`config.mk`:
```
export PLATFORM = sky130hd
export DESIGN_NAME = ro_freq_counter
export DESIGN_NICKNAME = d
export VERILOG_FILES = /design/src/rtl/ro_freq_counter.sv
export SDC_FILE = /design/constraint.sdc
export NUM_CORES = 1
export LEC_CHECK = 0
export ABC_AREA = 1
export BUFFER_PORTS_ARGS = -buffer_cell sky130_fd_sc_hd__buf_2
export CAP_MARGIN = 30
export CORE_MARGIN = 8
export CORE_UTILIZATION = 62
export CTS_CLUSTER_DIAMETER = 50
export DETAILED_ROUTE_END_ITERATION = 7
export GPL_TIMING_DRIVEN = 1
export HOLD_SLACK_MARGIN = 0.06
export PLACE_DENSITY = 0.93
export SKIP_CTS_REPAIR_TIMING = 1
export SLEW_MARGIN = 30
export SYNTH_ARGS = -nofsm -noshare
export SYNTH_HDL_FRONTEND = slang
export SYNTH_SLANG_ARGS = --single-unit
```
`constraint.sdc`:
```
create_clock -name clk -period 4.56 [get_ports clk]
set_clock_uncertainty 0.05 [all_clocks]
set_input_delay 0.912 -clock clk [delete_from_list [all_inputs] [get_ports clk]]
set_output_delay 0.912 -clock clk [all_outputs]
set_load 0.02 [all_outputs]
```
`src/rtl/ro_freq_counter.sv`:
```
// Ring-oscillator frequency counter: counts synchronised rising edges of osc_in
// over a programmable window of clk cycles and reports a saturating result.
module ro_freq_counter #(
  parameter int WINDOW_W    = 16,
  parameter int COUNT_W     = 16,
  parameter int SYNC_STAGES = 2
) (
  input  logic                clk,
  input  logic                rst,
  input  logic                start,
  input  logic [WINDOW_W-1:0] window,
  input  logic                osc_in,
  output logic                busy,
  output logic                done,
  output logic [COUNT_W-1:0]  count,
  output logic                overflow
);

  localparam logic [1:0] ST_IDLE  = 2'd0;
  localparam logic [1:0] ST_COUNT = 2'd1;
  localparam logic [1:0] ST_DONE  = 2'd2;

  localparam logic [WINDOW_W-1:0] WIN_ONE  = {{(WINDOW_W-1){1'b0}}, 1'b1};
  localparam logic [WINDOW_W-1:0] WIN_ZERO = {WINDOW_W{1'b0}};
  localparam logic [COUNT_W-1:0]  ACC_ONE  = {{(COUNT_W-1){1'b0}}, 1'b1};
  localparam logic [COUNT_W-1:0]  ACC_MAX  = {COUNT_W{1'b1}};
  localparam logic [COUNT_W-1:0]  ACC_ZERO = {COUNT_W{1'b0}};

  logic [SYNC_STAGES-1:0] sync_chain;
  logic                   hist;
  logic                   osc_edge;

  logic [1:0]          state;
  logic [1:0]          state_next;
  logic [WINDOW_W-1:0] win_cnt;
  logic [WINDOW_W-1:0] win_cnt_next;
  logic [COUNT_W-1:0]  acc;
  logic [COUNT_W-1:0]  acc_next;
  logic                sat;
  logic                sat_next;

  // Synchroniser and edge history run in every state so the first window cycle sees a valid edge.
  always_ff @(posedge clk) begin
    if (rst) begin
      sync_chain <= {SYNC_STAGES{1'b0}};
      hist       <= 1'b0;
    end else begin
      sync_chain <= {sync_chain[SYNC_STAGES-2:0], osc_in};
      hist       <= sync_chain[SYNC_STAGES-1];
    end
  end

  assign osc_edge = sync_chain[SYNC_STAGES-1] & ~hist;

  // Next-state, window down-counter and saturating accumulator.
  always_comb begin
    state_next   = state;
    win_cnt_next = win_cnt;
    acc_next     = acc;
    sat_next     = sat;
    case (state)
      ST_IDLE: begin
        if (start) begin
          win_cnt_next = window;
          acc_next     = ACC_ZERO;
          sat_next     = 1'b0;
          if (window == WIN_ZERO) begin
            state_next = ST_DONE;
          end else begin
            state_next = ST_COUNT;
          end
        end else begin
          state_next = ST_IDLE;
        end
      end
      ST_COUNT: begin
        win_cnt_next = win_cnt - WIN_ONE;
        // Saturate rather than wrap; an edge lost at the ceiling is flagged.
        if (osc_edge) begin
          if (acc == ACC_MAX) begin
            sat_next = 1'b1;
          end else begin
            acc_next = acc + ACC_ONE;
          end
        end else begin
          acc_next = acc;
        end
        if (win_cnt == WIN_ONE) begin
          state_next = ST_DONE;
        end else begin
          state_next = ST_COUNT;
        end
      end
      ST_DONE: begin
        state_next = ST_IDLE;
      end
      default: begin
        state_next = ST_IDLE;
      end
    endcase
  end

  // State and registered outputs; count/overflow are loaded as DONE is entered so they are valid with done.
  always_ff @(posedge clk) begin
    if (rst) begin
      state    <= ST_IDLE;
      win_cnt  <= WIN_ZERO;
      acc      <= ACC_ZERO;
      sat      <= 1'b0;
      busy     <= 1'b0;
      done     <= 1'b0;
      count    <= ACC_ZERO;
      overflow <= 1'b0;
    end else begin
      state   <= state_next;
      win_cnt <= win_cnt_next;
      acc     <= acc_next;
      sat     <= sat_next;
      busy    <= (state_next == ST_COUNT);
      done    <= (state_next == ST_DONE);
      if (state_next == ST_DONE) begin
        count    <= acc_next;
        overflow <= sat_next;
      end else begin
        count    <= count;
        overflow <= overflow;
      end
    end
  end

endmodule

```
Yosys cells after proc, flatten, opt, wreduce, memory -nomap -nowiden
Index checks and enable logic that the tools add are counted.
{ "word_totals": {"ff_bits": 57, "inputBits": 20, "output_inout_bits": 19, "word_cells": 38} }
{ "classes": {"n_addsub": 2, "eq_ne": 6, "n_mux": 14, "n_bitwise": 2, "reduce_logical": 4} }
{ "op_table": {"columns": ["cell", "n"], "rows": [
  ["16-bit two-way mux", 4],
  ["16-bit one-hot mux with 2 select lines", 2],
  ["16-bit by 1-bit adder with 16-bit output (second input constant)", 1],
  ["16-bit by 1-bit equality test with 1-bit output (second input constant)", 1],
  ["16-bit equality test (second input constant)", 1],
  ["16-bit logical NOT", 1],
  ["16-bit by 1-bit subtractor with 16-bit output (second input constant)", 1],
  ["2-bit two-way mux", 3],
  ["2-bit by 1-bit equality test with 1-bit output (second input constant)", 2],
  ["2-bit one-hot mux with 2 select lines", 1],
  ["1-bit two-way mux", 3],
  ["2-bit equality test (second input constant)", 1],
  ["2-bit logical NOT", 1],
  ["2-bit != test (second input constant)", 1],
  ["1-bit one-hot mux with 2 select lines", 1],
  ["2-bit AND reduction", 1],
  ["2-bit nonzero test", 1],
  ["1-bit bitwise AND", 1],
  ["1-bit NOT", 1]
]} }

Longest topological paths before layout
{ "logic_depth": {"word_depth": 5, "ltp_mapped": 12, "ltp_nobuf": 12} }

Worst setup path before layout
OpenSTA, ideal clock, no wires.
{ "synth_path": {"path_kind": "in2reg", "startpoint": "input port start", "endpoint": "register overflow", "setup_ns": 0.113, "t_arrival_ns": 1.828, "t_required_ns": 4.397, "path_slack_ns": 2.569, "path_stages": 9, "n_path_buf": 2, "path_cell_list": "nand2_2 -> nor2_2 -> nand3_1 -> nand2_2 -> nand2_2 -> buf_6 -> buf_8 -> o21ai_1 -> nor2_1"} }
{ "synth_via": {"elab_chain_len": 3, "elab_cells_between_ends": 5, "cone_classes": "1 x eq/ne; 4 x mux"} }
{ "synth_lines": {"columns": ["element", "line_no", "text"], "rows": [
  ["start, declared", "10", "input logic start,"],
  ["2-bit two-way mux", "63", "if (start) begin"],
  ["2-bit one-hot mux with 2 select lines", "61", "case (state)"],
  ["2-bit equality test", "121", "if (state_next == ST_DONE) begin"],
  ["end signal, assigned", "123", "overflow <= sat_next;"],
  ["end signal, assigned", "126", "overflow <= overflow;"],
  ["end, declared", "16", "output logic overflow"]
]} }
Parallel ways exist; a longest one is shown, timed or not.
A chain may end at the register's enable or synchronous reset.

Worst setup path in the final report
{ "layout_path": {"startpoint": "register state[0]", "endpoint": "register overflow"} }
{ "layout_via": {"elab_chain_len": 3, "elab_cells_between_ends": 5, "cone_classes": "2 x eq/ne; 2 x mux; 1 x reduce/logical"} }
{ "layout_lines": {"columns": ["element", "line_no", "text"], "rows": [
  ["start, declared", "33", "logic [1:0] state;"],
  ["start signal, assigned", "115", "state <= state_next;"],
  ["2-bit by 1-bit equality test with 1-bit output / 2-bit logical NOT (equally long branches)", "61", null],
  ["2-bit one-hot mux with 2 select lines", "61", null],
  ["2-bit equality test", "121", null]
]} }
Parallel ways exist; a longest one is shown, timed or not.

==> results.md <==
| Group | Result | This run |
|---|---|---|
| die | Overall die area | 0.00769 sq mm |
| setup path | Category of the critical setup timing path | register to register |
| global routing | Global-route wire length before repair | 14400 microns |
| finish | Core occupancy in the finished layout | 70.7% |
| global routing | Initial antenna violation count | 0 |
| route | Number of remaining DRC errors | 0 |
| sta | Portion of the clock cycle consumed by the worst path in the final layout | 55.9% |
| power and ir drop | Power per Cell Area | 325 mW/mm^2 |
| global routing | Largest net degree at the start of global routing | 50 |
| clocking | Clock insertion delay at the later pin of the skew report | 330 ps |
| setup path | Worst EP required | 4780 ps |
| die | Number of core rows | 26 |
| finish | Fraction of final layout cells sized beyond drive strength 1 | 14.4% |
| finish | Post-route cell area | 0.00357 sq mm |
| finish | Final antenna diode count | 0 |
| finish | Synth-to-Final Area Change | 11.9% |
| logic synthesis | Post-synthesis cell count | 501 |
| sta | Fmax | 0.392 GHz |
| logic synthesis | Share of flip-flops with an asynchronous set or reset after synthesis | 0% |
| placement | Number of buffer cells added on primary ports | 38 |
| placement | Final weighted congestion in routability-driven placement | 1.02 |
| sta | Setup Viol. Count Final | 0 |
| logic synthesis | Post-Synthesis Cell Area | 0.00319 sq mm |
| setup path | CP Max Fanout | 22 |
| logic synthesis | Seq/Total Area, Yosys | 35.8% |
| setup path | Top cell by count, worst path | sky130_fd_sc_hd__nand2_1 |
| die | Initial Util | 63.2% |
| placement | Detail Placement HPWL | 6000 microns |
| clocking | TritonCTS buffer count | 9 |
| logic synthesis | Leading post-synthesis cells by cell area | sky130_fd_sc_hd__dfxtp_1, sky130_fd_sc_hd__nand2_1, sky130_fd_sc_hd__inv_1, sky130_fd_sc_hd__nor2_1, sky130_fd_sc_hd__nand3_1 |
| die | DIE HEIGHT | 87.7 microns |
| logic synthesis | Most frequently used cell type in the post-synthesis netlist | sky130_fd_sc_hd__nand2_1 |
| logic synthesis | Total of flip-flops plus latches after synthesis | 57 |
| route | Wire length per cell | 14.2 microns |
| flow run | Max cap viols | 0 |
| sta | Hold Fails Final Rpt | 0 |
| logic synthesis | Top_reg_cell synth | sky130_fd_sc_hd__dfxtp_1 |
| die | Die W | 87.7 microns |
| logic synthesis | Yosys synthesis warning count | 0 |
| clocking | Cell at the root of the clock tree | sky130_fd_sc_hd__clkbuf_8 |
| route | Number of vias per cell | 5.67 |
| sta | Worst rel slew slack | 49.3% |
| die | Top Ports | 39 |
| worst hold path | Type of the worst min-delay path | register to register |
| route | Detail Route Antenna Nets | 0 |
| power and ir drop | Pleak | 1.62 nW |
| clocking | Clk slew on worst S/H paths | 60 ps |
| clocking | Clock tree from TritonCTS | built |
| route | Initial DRT Pass Iterations | 5 |
| logic synthesis | EDFF count, synth | 0 |
| sta | Unrepaired setup endpoints after global routing | no |
| clocking | Maximum count of clock buffers along a single path | 2 |
| setup path | Critical Path Source Type | register |
| logic synthesis | Unique masters post-synth | 35 |
| sta | Clock period minus worst slack | 2550 ps |
| route | Iteration-0 DRC count of the detailed router | 358 |
| logic synthesis | Dominant cell type by area after synthesis | sky130_fd_sc_hd__dfxtp_1 |
| global routing | Number of global-route vias before repair | 3202 |
| route | Total vias in the final route | 3456 |
| setup path | Worst EP arrival | 2770 ps |
| global routing | Global Route Usage Sum | 23.7% |
| sta | Measured slew at the worst slew-check pin | 759 ps |
| finish | Final Net Count | 559 |
| placement | Dpl cell area | 0.00339 sq mm |
| power and ir drop | VDD IR-drop max | 0.000262 V |
| route | Final WL | 8690 microns |
| logic synthesis | Mapped Avg Cell Area | 6.36 sq um |
| status | Status | finished, final reports clean |
| logic synthesis | Synth top area share | 35.8% |
| logic synthesis | Total nets after synthesis | 524 |
| global routing | Aggregate global routing overflow | 0 |
| setup path | Cell with the largest stage delay on the worst path | sky130_fd_sc_hd__inv_1 |
| setup path | Crit-path cells | nand2_1, inv_1, nand2_1, inv_1, nand2_1, o21ai_1, o21ai_1, nor2_1 |
| finish | Number of fill cells in the layout | 422 |
| setup path | Capturing element type of the critical path | register |
| logic synthesis | Commonest cells in the synthesized netlist | sky130_fd_sc_hd__nand2_1, sky130_fd_sc_hd__inv_1, sky130_fd_sc_hd__nor2_1 |
| sta | Total negative setup slack | 0 ps |
| clocking | Total number of H-tree levels | 3 |
| clocking | Sinks on the clock net | 57 |
| setup path | CP max stage delay | 690 ps |
| die | Core area | 0.00504 sq mm |
| sta | Number of max-slew violations in the final report | 0 |
[flip-flops by register name, summed over array words and instances (netlist names)]
register,count
acc,16
count,16
win_cnt,16
state,2
sync_chain,2
busy,1
done,1
hist,1
overflow,1
sat,1
[power breakdown]
group	internal [W]	switching, W
registers	0.000519	0.0000217
logic	0.0000628	0.000123
clock network	0.000236	0.000199
[layout by cell type, fill, tap and decap left out]
| cell | instances |
|---|---|
| sky130_fd_sc_hd__nor3_1 | 7 |
| sky130_fd_sc_hd__clkinv_2 | 3 |
| sky130_fd_sc_hd__a31oi_1 | 5 |
| sky130_fd_sc_hd__nor2_4 | 2 |
| sky130_fd_sc_hd__a21oi_2 | 4 |
| sky130_fd_sc_hd__buf_2 | 38 |
| sky130_fd_sc_hd__dfxtp_1 | 57 |
| sky130_fd_sc_hd__ha_1 | 3 |
| sky130_fd_sc_hd__o22ai_1 | 4 |
| sky130_fd_sc_hd__nand4_1 | 11 |
| sky130_fd_sc_hd__o21bai_1 | 1 |
| sky130_fd_sc_hd__o21ai_1 | 2 |
| sky130_fd_sc_hd__buf_4 | 1 |
| sky130_fd_sc_hd__a21oi_1 | 29 |
| sky130_fd_sc_hd__nand3_1 | 42 |
| sky130_fd_sc_hd__or2_1 | 1 |
| sky130_fd_sc_hd__nor2_1 | 69 |
| sky130_fd_sc_hd__inv_2 | 2 |
| sky130_fd_sc_hd__xor2_1 | 5 |
| sky130_fd_sc_hd__nor2_2 | 7 |
| sky130_fd_sc_hd__nand3_2 | 1 |
| sky130_fd_sc_hd__nand2_1 | 124 |
| sky130_fd_sc_hd__nand2_2 | 4 |
| sky130_fd_sc_hd__o221ai_1 | 2 |
| sky130_fd_sc_hd__or2_2 | 3 |
| sky130_fd_sc_hd__inv_1 | 70 |
| sky130_fd_sc_hd__clkbuf_8 | 12 |
| sky130_fd_sc_hd__xnor2_1 | 1 |
| sky130_fd_sc_hd__o21ai_0 | 26 |
| sky130_fd_sc_hd__o211ai_1 | 2 |
| sky130_fd_sc_hd__o21ai_2 | 1 |
| sky130_fd_sc_hd__a221oi_1 | 1 |
[routing by layer]
| layer | share of wire [%] | vias to the layer above | track usage (%) |
|---|---|---|---|
| li1 | - | 1674 | - |
| met1 | 44 | 1543 | 31.1 |
| met2 | 44 | 199 | 35.7 |
| met3 | 9.9 | 40 | 4.69 |
| met4 | 2.8 | 0 | 12.8 |
| met5 | 0 | - | 0 |
[final timing paths]
| check | from | endpoint | slack, ps | cells after the start |
|---|---|---|---|---|
| setup / recovery | state[0] | overflow | 2010 | 8 |
| hold / removal | sync_chain[0] | sync_chain[1] | 360 | 2 |
| setup reg to reg | state[0] | overflow | 2010 | 8 |
| hold reg to reg | sync_chain[0] | sync_chain[1] | 360 | 2 |
[worst max-delay path, delay by kind of cell, from the launching register on]
kind            cells  cell delay (ps)
buf+inv             2              820
flops               1              390
compound gates      2              430
simple gates        4              780
[cells by family after synthesis]
logic type	after synthesis	synth area share (%)
AO/OA/AOI/OAI	77	13.6
XOR/XNOR	6	1.65
adder cells (fa/ha/maj)	3	1.18
buffers and inverters	87	11.2
flip-flops	57	35.8
AND/OR/NAND/NOR	271	36.6
[cell type report]
cell class / count / area (sq um) / area share, %
clock inverter: 3 / 15.0 / 0.421
tap: 70 / 87.6 / 2.46
multi-input combinational: 357 / 1690 / 47.4
sequential: 57 / 1140 / 32.0
timing repair buffer: 39 / 198 / 5.54
inverter: 72 / 270 / 7.58
clock buffer: 12 / 165 / 4.63
[metrics by stage]
step           setup slack [ps]  hold WS (ps)  power (W)  std cells
3_5_place_dp               1810           355   0.000730        595
5_1_grt                    1770           393    0.00121        610
4_1_cts                    2120           365    0.00115        610
3_3_place_gp               1820           347   0.000725        595
6_report                   2010           360    0.00116        610
2_1_floorplan              2570           338   0.000686        501
(Power assumes the default switching activity.)
